==> src/rtl/msg_disasm.sv <==
// Message disassembler: pops one packet from the TX FIFO and streams it word 0 first
// over a valid/ready interface. Define MSG_DISASM_HEADER_EN to prefix each packet with HEADER_WORD.
module msg_disasm #(
  parameter int unsigned            WORD_SIZE        = 8,
  parameter int unsigned            WORDS_PER_PACKET = 4,
  parameter logic [WORD_SIZE-1:0]   HEADER_WORD      = 8'hA5
) (
  input  logic                                  clk,
  input  logic                                  n_reset,
  input  logic [WORD_SIZE*WORDS_PER_PACKET-1:0] fifo_data,
  input  logic                                  fifo_empty,
  output logic                                  fifo_rd_en,
  output logic [WORD_SIZE-1:0]                  data_out,
  output logic                                  data_out_valid,
  input  logic                                  data_out_ready,
  output logic                                  busy
);

  localparam int unsigned CW = $clog2(WORDS_PER_PACKET);
  localparam logic [CW-1:0] LAST = CW'(WORDS_PER_PACKET - 1);

  typedef logic [WORDS_PER_PACKET-1:0][WORD_SIZE-1:0] pkt_t;

  typedef enum logic [1:0] {
    SM_IDLE,
    SM_FETCH,
`ifdef MSG_DISASM_HEADER_EN
    SM_HDR,
`endif
    SM_TX
  } state_t;

  state_t          state;
  logic [CW-1:0]   ctr;
  logic [CW-1:0]   ctr_nxt;
  pkt_t            pkt;
  pkt_t            fifo_words;

  assign fifo_words = fifo_data;
  assign ctr_nxt    = ctr + CW'(1);
  assign busy       = (state != SM_IDLE);
  assign fifo_rd_en = n_reset && (state == SM_IDLE) && !fifo_empty;

  // data_out is registered one step ahead: loaded in FETCH with the first word on the wire,
  // then advanced on each handshake so it is stable for as long as ready stays low.
  always_ff @(posedge clk) begin
    if (!n_reset) begin
      state          <= SM_IDLE;
      ctr            <= '0;
      pkt            <= '0;
      data_out       <= '0;
      data_out_valid <= 1'b0;
    end else begin
      case (state)
        SM_IDLE: begin
          if (!fifo_empty) state <= SM_FETCH;
        end
        SM_FETCH: begin
          pkt            <= fifo_words;
          ctr            <= '0;
          data_out_valid <= 1'b1;
`ifdef MSG_DISASM_HEADER_EN
          data_out       <= HEADER_WORD;
          state          <= SM_HDR;
`else
          data_out       <= fifo_words[0];
          state          <= SM_TX;
`endif
        end
`ifdef MSG_DISASM_HEADER_EN
        SM_HDR: begin
          if (data_out_ready) begin
            data_out <= pkt[0];
            state    <= SM_TX;
          end
        end
`endif
        SM_TX: begin
          if (data_out_ready) begin
            if (ctr == LAST) begin
              data_out_valid <= 1'b0;
              state          <= SM_IDLE;
            end else begin
              ctr      <= ctr_nxt;
              data_out <= pkt[ctr_nxt];
            end
          end
        end
        default: state <= SM_IDLE;
      endcase
    end
  end

endmodule

==> config.mk <==
export PLATFORM = sky130hd
export DESIGN_NAME = msg_disasm
export DESIGN_NICKNAME = d
export VERILOG_FILES = /design/src/rtl/msg_disasm.sv
export SDC_FILE = /design/constraint.sdc
export NUM_CORES = 1
export LEC_CHECK = 0
export CAP_MARGIN = 25
export CORE_MARGIN = 2
export CORE_UTILIZATION = 45
export DETAILED_ROUTE_END_ITERATION = 8
export GPL_TIMING_DRIVEN = 0
export HOLD_SLACK_MARGIN = 0.12
export PLACE_DENSITY_LB_ADDON = 0.3
export SYNTH_ARGS = -nofsm -noshare
export SYNTH_HDL_FRONTEND = slang
export SYNTH_SLANG_ARGS = --single-unit
==> constraint.sdc <==
create_clock -name clk -period 1.6 [get_ports clk]
set_input_delay 0.4 -clock clk [delete_from_list [all_inputs] [get_ports clk]]
set_output_delay 0.4 -clock clk [all_outputs]
set_load 0.005 [all_outputs]
==> run summary, run 1 <==
For the number of global-route vias before repair, the log shows 1650. Data arrives at the worst endpoint at 1.24 ns. The first global-routing pass estimated 8220 um of wire. Across the run, the number of max-cap violations was 0.

The congestion estimate from routability-driven global placement came to 0.801. VDD sags by at most 519 uV. The logs give 0 for the max-slew violation total from the final report and 0 for the number of warnings printed during yosys synthesis. Pin placement for this block handled 47 I/O pins. The clock-pin slew of the registers on the worst-case setup and hold paths works out to 0.08 ns. Port buffering added 45 buffers. In the layout the commonest cells are sky130_fd_sc_hd__nand2_1 (65), sky130_fd_sc_hd__clkdlybuf4s50_1 (43), sky130_fd_sc_hd__dfxtp_1 (38).

The number of distinct standard cells referenced by the synthesized netlist was 35. Using the TritonRoute via totals, the vias-per-cell ratio works out to 5.32. The floorplan step defined a core boundary enclosing 0.00444 mm2.

Overall die width: 72.6 um. The worst setup path is launched from a register. Along the worst path, the maximum fanout reaches 3.

The run gives 5000 um as the post-detailed-routing wire length. For the starting utilization of the core area, the log shows 0.477. For this design, the sink count on the clock tree is 45. Setup repair after global routing could not meet its margin everywhere. The ratio of total power to cell area is 869 mW/mm2. The final clock period utilization by the worst path is 1.02.

The finished cells cover 0.00275 mm2. The clock period minus final worst setup slack is 1.64 ns, and the area of placed instances is 0.00263 mm2. Once detail routing completed, the nets flagged for antenna violations numbered 0.

The flip-flop and latch count after synthesis came out at 45. Clock latency on the worst-skew pair, taken at its later pin, is 0.30 ns. The checks that failed: setup timing. Final routed DRC violation total: 0.

The y dimension of the die is 72.6 um, and the post-route clock skew is 0.00644 ns. For the worst setup path, the data required time is 1.20 ns. The routed wire length per instance works out to 15.0 um. The type of the worst setup path was reg2out. Counting every instance in the synthesized netlist gives 230.

TritonCTS built the clock tree. Element type at the critical path end: a primary output. The number of endpoints failing setup at the final stage is 2. A synthesized cell averages 9.21 um2. The logs give 0 for the number of hold violations in the final report and 24 for the number of placement rows. Leaving out fill and tap cells, the most frequent cell in the layout is sky130_fd_sc_hd__nand2_1.

The run finished, with violations left. From synthesis to final layout, the design area changed by 29.7%. The total routing resource utilization after global routing was 0.206.

The logs give -0.341 ns for the post-place setup slack and -0.0615 ns for the final-layout setup total negative slack. Detailed placement ended at an HPWL of 3480 um. After layout, the design draws a total of 2.39 mW. The tools report the library cell used as clock root buffer as sky130_fd_sc_hd__clkbuf_8. The logs give 0.463 ns for the final hold slack and 14 for the maximum number of pins on one net before global-route repair.

For this run, the post-layout net count is 320. The run gives 0.00212 mm2 as the cell area after synthesis. The class of the worst hold path is reg2reg. The depth of the CTS H-tree is 2, and the actual transition at the worst max-transition pin is 0.498 ns. Total vias in the final route: 1778. The analysis attributes to cell leakage a power of 1.05 nW. The post-synthesis sequential area ratio is 0.425. Based on the critical path, the design can be clocked at up to 611 MHz. The floorplan step defined a die boundary enclosing 0.00527 mm2. After global routing the overflow that remains totals 0. The fraction of final layout cells with drive strength greater than 1 is 0.170. The initial antenna violation count is 0, and the maximum count of clock buffers along a single path is 2. Worst-case headroom to the max-slew limit: 0.668.

The number of antenna diodes in the final layout is 0. The number of buffers added by the clock tree synthesis step was 5; the count of TritonRoute iterations in the first routing pass was 4. The violation count after the first detailed-route iteration is 98. For the number of nets produced by synthesis, the log shows 268. Slack of the critical path: -0.0369 ns.
## stage by stage
stage           util  std cells
2_1_floorplan      -        230
3_3_place_gp   0.593        327
3_5_place_dp   0.593        327
4_1_cts        0.615        334
5_1_grt        0.618        334
6_report       0.618        334
## worst max-delay path: stages (launching register included)
cell and delay [ns]:
sky130_fd_sc_hd__dfxtp_2 0.32, sky130_fd_sc_hd__buf_6 0.10, sky130_fd_sc_hd__or2_4 0.23, sky130_fd_sc_hd__nor3b_2 0.15, sky130_fd_sc_hd__buf_2 0.13
## sequential cells by signal (all words and copies together) (netlist names)
register        cells
state               2
ctr                 2
data_out_valid      1
pkt                32
data_out            8
## power by group
group	switching [mW]	internal [mW]	leakage, nW
Clock	0.387	0.342	0.0433
Sequential	0.0408	1.19	0.370
Combinational	0.183	0.246	0.634
## layer usage
metal  vias to the layer above  GRT usage  share of wire
met1                       816      0.279           0.49
li1                        904          -              -
met2                        50      0.320           0.44
met5                         -          0              0
met3                         8     0.0401          0.051
met4                         0     0.0864          0.018
## repair_timing
action	4_1_cts	5_1_grt
hold buffers	0	0
pin swaps	1	0
gates cloned	0	0
endpoints found under the setup margin	8	13
gates resized for setup	10	8
setup buffers	2	0
## logic make-up (layout without fill, tap and decap cells)
family | Yosys count | after routing | share of synthesized area
mux | 16 | 16 | 0.0886
flops | 45 | 45 | 0.425
compound gates | 66 | 66 | 0.240
buf+inv | 22 | 74 | 0.0638
simple gates | 79 | 79 | 0.171
fa+ha+maj | 2 | 2 | 0.0118
## synthesized netlist by cell type, drive strengths merged
cell type | count | area share
a21boi | 33 | 0.12
a21oi | 10 | 0.024
a222oi | 7 | 0.033
a22o | 1 | 0.0041
and3b | 1 | 0.0041
and4bb | 1 | 0.0059
buf | 14 | 0.048
clkbuf | 7 | 0.014
dfxtp | 45 | 0.43
ha | 2 | 0.012
inv | 1 | 0.0018
mux2 | 16 | 0.089
nand2 | 65 | 0.12
nand2b | 4 | 0.012
nand4b | 1 | 0.0041
nor2b | 2 | 0.0059
nor3b | 3 | 0.016
nor4bb | 1 | 0.0047
o211a | 1 | 0.0047
o211ai | 1 | 0.0035
o21a | 2 | 0.0071
o21ai | 1 | 0.0077
o21bai | 1 | 0.0035
o221a | 2 | 0.011
o31ai | 7 | 0.025
or2 | 1 | 0.0030
## path summary, 6_finish.rpt
check / from / endpoint / slack, ns / cells past startpoint
max: state[0] / fifo_rd_en / -0.04 / 4
max reg2reg: ctr[0] / data_out[2] / 0.05 / 4
min reg2reg: pkt[20] / pkt[20] / 0.46 / 2
min: pkt[20] / pkt[20] / 0.46 / 2
## final cells by class
| class | count | area (um2) |
|---|---|---|
| fillers | 400 | 1700 |
| repair buffers | 47 | 459 |
| plain buffers | 19 | 129 |
| multi-input cells | 163 | 1090 |
| well taps | 52 | 65.1 |
| inverters | 1 | 3.75 |
| clock buffers | 6 | 82.6 |
| flip-flops and latches | 45 | 910 |
| clock inverters | 1 | 7.51 |
(Power assumes the default switching activity.)
==> run 2: changes to the inputs <==
Settings changed: CTS_CLUSTER_DIAMETER set to 150.
==> results of run 2 <==
No change in the layout: final DEF, timing and power equal those of run 1.
==> run 3: changes to the inputs <==
Settings changed: CTS_BUF_LIST set to sky130_fd_sc_hd__clkbuf_16.
==> run 3 against run 2 <==
The flow still finishes with violations (setup timing). Flip-flop and latch count is the same. Non-clock buffer count grew 4. Critical path depth is the same. Worst setup slack gained 0.0039 ns. Total power grew 11%. Routed wire length grew 3.9%. Critical endpoint unchanged.
==> run summary, run 3 (synthesis gave the netlist of run 1 again) <==
The violation count after the first detailed-route iteration is 140 (+43%), and the clock period minus final worst setup slack is 1.63 ns (-0.00388 ns). TritonCTS built the clock tree. The run gives 0.0359 (-0.00414) as the met3 layer usage reported by global route. The library cell used most frequently in the layout, excluding fill and tap cells, is sky130_fd_sc_hd__nand2_1. The run gives 0 (unchanged) as the initial antenna violation count. Average vias per placed instance: 5.35 (+0.43%). Post-detailed-routing wire length: 5200 um (+3.9%).

The number of nets in the finished design came out at 324 (+1.3%). The tools report the number of clock sinks as 45 (unchanged). Overall die width: 72.6 um (unchanged). Traced cell by cell, the critical path runs through buf_6 -> or2_4 -> nor3b_2 -> buf_2. The final core area utilization is 0.634 (+0.0160), and the critical-path maximum fanout is 3 (unchanged). The path with the worst hold slack has its endpoint at pkt[20]. Startpoint class of the critical path: a register. Ratio of total power to cell area: 939 mW/mm2 (+8.0%). Number of buffers added by the clock tree synthesis step: 5 (unchanged). Among all stages on the critical path, the largest delay is contributed by sky130_fd_sc_hd__dfxtp_2.

In the layout the commonest cells are sky130_fd_sc_hd__nand2_1 (65), sky130_fd_sc_hd__clkdlybuf4s50_1 (43), sky130_fd_sc_hd__dfxtp_1 (42). The tools report the post-placement cell count as 327 (unchanged). The worst register-to-register path begins at ctr[0].

The run gives 0.332 (+0.0121) as the met2 usage in global routing. Setup repair after global routing could not meet its margin everywhere. The tools report the count of inserted antenna diode cells as 0 (unchanged). The tools report the max-capacitance violation count as 0 (unchanged). Counting flops per register, the top entry is pkt. The worst hold path begins at pkt[20]. Among cell families on the critical path, the largest total delay comes from simple AND/OR/NAND/NOR gates. The checks that failed: setup timing.

The area of placed instances was 0.00263 mm2 (unchanged); the actual transition at the worst max-transition pin was 0.509 ns (+0.0110 ns). The number of buffers added on ports works out to 45 (unchanged). The maximum VDD drop came out at 553 uV (+6.5%). The y dimension of the die is 72.6 um (unchanged). For the number of global-route vias before repair, the log shows 1714 (+3.9%). The global-route wire length before repair came out at 8410 um (+2.3%). The tools report the number of endpoints failing setup at the final stage as 2 (unchanged). The logs give 0.460 ns (-0.00306 ns) for the final hold slack and -0.0336 ns (+0.0279 ns) for the final-layout setup total negative slack. The routed wire length per instance was 15.4 um (+2.7%); the reg-to-reg setup timing slack was 0.05 ns (about the same). The flip-flop count of the largest register after layout came out at 32 (unchanged). The type of the worst setup path is reg2out. The number of hold violations in the final report was 0 (unchanged); the count of nets left with antenna violations after detail routing was 0 (unchanged). Library cell used as clock root buffer: sky130_fd_sc_hd__clkbuf_16.

For the worst-case headroom to the max-slew limit, the log shows 0.661 (-0.00735). The clock-pin slew of the registers on the worst-case setup and hold paths was 0.06 ns (-0.02 ns). The capturing point of the worst reg2reg path was data_out[2]. The length in cells of the worst reg-to-reg path was 4 (unchanged); the non-filler instance count after layout was 338 (+1.2%). The layout filler cell count is 393 (-1.8%). The area added between synthesis and finish works out to 33.1%. The depth of the CTS H-tree is 2 (unchanged), and the total routing resource utilization after global routing is 0.207 (+0.00156). The largest registers in the layout are pkt x32, data_out x8. The data arrival time of the critical path is 1.23 ns (about the same), and the final clock period utilization by the worst path is 1.02 (-0.00242). The run gives 0.284 (+0.00445) as the met1 layer usage reported by global route.

The element type at the critical path end is a primary output. The die outline area is 0.00527 mm2 (unchanged). For the slack of the critical path, the log shows -0.0330 ns (+0.00388 ns). The summed area of non-filler cells in the final layout was 0.00282 mm2 (+2.6%). The area inside the core boundary was 0.00444 mm2 (unchanged); the peak per-stage delay on the critical path was 0.32 ns (about the same). The number of placement rows was 24 (unchanged); the count of cells along the worst hold path was 2 (unchanged). The combined flip-flop and latch cell area is 905 um2 (-0.55%). The run gives 0.477 (unchanged) as the starting utilization of the core area.

In this run the most used layer during global routing was met2. Total vias in the final route: 1807 (+1.6%). The number of ports placed on the die boundary is 47 (unchanged).

The run finished, with violations left. The run gives 4 (unchanged) as the count of TritonRoute iterations in the first routing pass. The multi-input gate area in the final layout came out at 0.00109 mm2 (unchanged). For the max-slew violation total from the final report, the log shows 0 (unchanged). The weighted congestion at the end of routability-driven global placement was 0.801 (unchanged).

The tools report the maximum count of clock buffers along a single path as 2 (unchanged). The hold buffer count at CTS was 0 (unchanged); the sum of buffers and inverters on the critical path was 2 (unchanged). The logs give 0 (unchanged) for the final routed DRC violation total and 14 (unchanged) for the maximum number of pins on one net before global-route repair. The class of the worst hold path is reg2reg. The total overflow reported by the global router is 0 (unchanged), and the clock latency at the later pin of the worst-skew pair is 0.28 ns (-0.02 ns).

For the detailed placer's ending HPWL, the log shows 3480 um (unchanged). The timing-limited maximum frequency came out at 612 MHz (+0.24%). The fraction of final layout cells with drive strength greater than 1 is 0.164 (-0.00588), and the required time at the endpoint of the critical path is 1.20 ns (about the same). The post-route clock skew came out at 0.00421 ns (-0.00223 ns). The leakage dissipation was 1.09 nW (+4.0%).
[run 3: cell count changes in the layout (fill, tap and decap cells not counted)]
cell,previous run,this run
sky130_fd_sc_hd__buf_4,7,10
sky130_fd_sc_hd__clkbuf_16,0,5
sky130_fd_sc_hd__clkbuf_4,2,3
sky130_fd_sc_hd__clkbuf_8,6,0
sky130_fd_sc_hd__clkinv_1,0,1
sky130_fd_sc_hd__dfxtp_1,38,42
sky130_fd_sc_hd__dfxtp_2,7,3
[run 3: through the flow]
stage | total power, mW | setup slack (ns)
finish | 2.65 | -0.0330
global route | 2.76 | -0.0776
CTS | 2.65 | -0.0561
detailed placement | 1.68 | -0.341
global placement | 1.67 | -0.310
floorplan | 1.47 | 0.0857
[run 3: timing repair]
action	in CTS	in global routing
pin swaps	2	2
gates resized for setup	11	5
cloned	0	1
buffers inserted	2	3
setup endpoints to repair	8	7
[run 3: final cells by class]
| class | count | share of cell area |
|---|---|---|
| Clock buffer | 5 | 0.0444 |
| Sequential cell | 45 | 0.321 |
| Inverter | 1 | 0.00133 |
| Tap cell | 52 | 0.0231 |
| Timing Repair Buffer | 51 | 0.173 |
| Clock inverter | 2 | 0.00399 |
| Multi-Input combinational cell | 163 | 0.387 |
| Buffer | 19 | 0.0466 |
[run 3: layer usage]
metal	vias up	wire length, um
met2	61	2370
met1	828	2460
met3	7	302
li1	911	-
met4	0	68
met5	-	0
[run 3: where the power goes]
| part | total, mW | internal [mW] | switching (mW) |
|---|---|---|---|
| Combinational | 0.438 | 0.251 | 0.187 |
| Sequential | 1.23 | 1.19 | 0.0415 |
| Clock | 0.978 | 0.564 | 0.414 |
[run 3: worst max-delay path by stage]
stage / from / to / depth (start not counted)
final: state[0] / fifo_rd_en / 4
after global routing: state[0] / fifo_rd_en / 4
after CTS: state[1] / fifo_rd_en / 4
after detailed placement: fifo_empty / fifo_rd_en / 3
after global placement: fifo_empty / fifo_rd_en / 3
after floorplan: ctr[0] / data_out[2] / 5
[run 3: tightest hold or removal path: stages, from the launching register on]
cell and delay (ns):
sky130_fd_sc_hd__dfxtp_1 0.31, sky130_fd_sc_hd__nand2_1 0.04, sky130_fd_sc_hd__a21boi_0 0.06
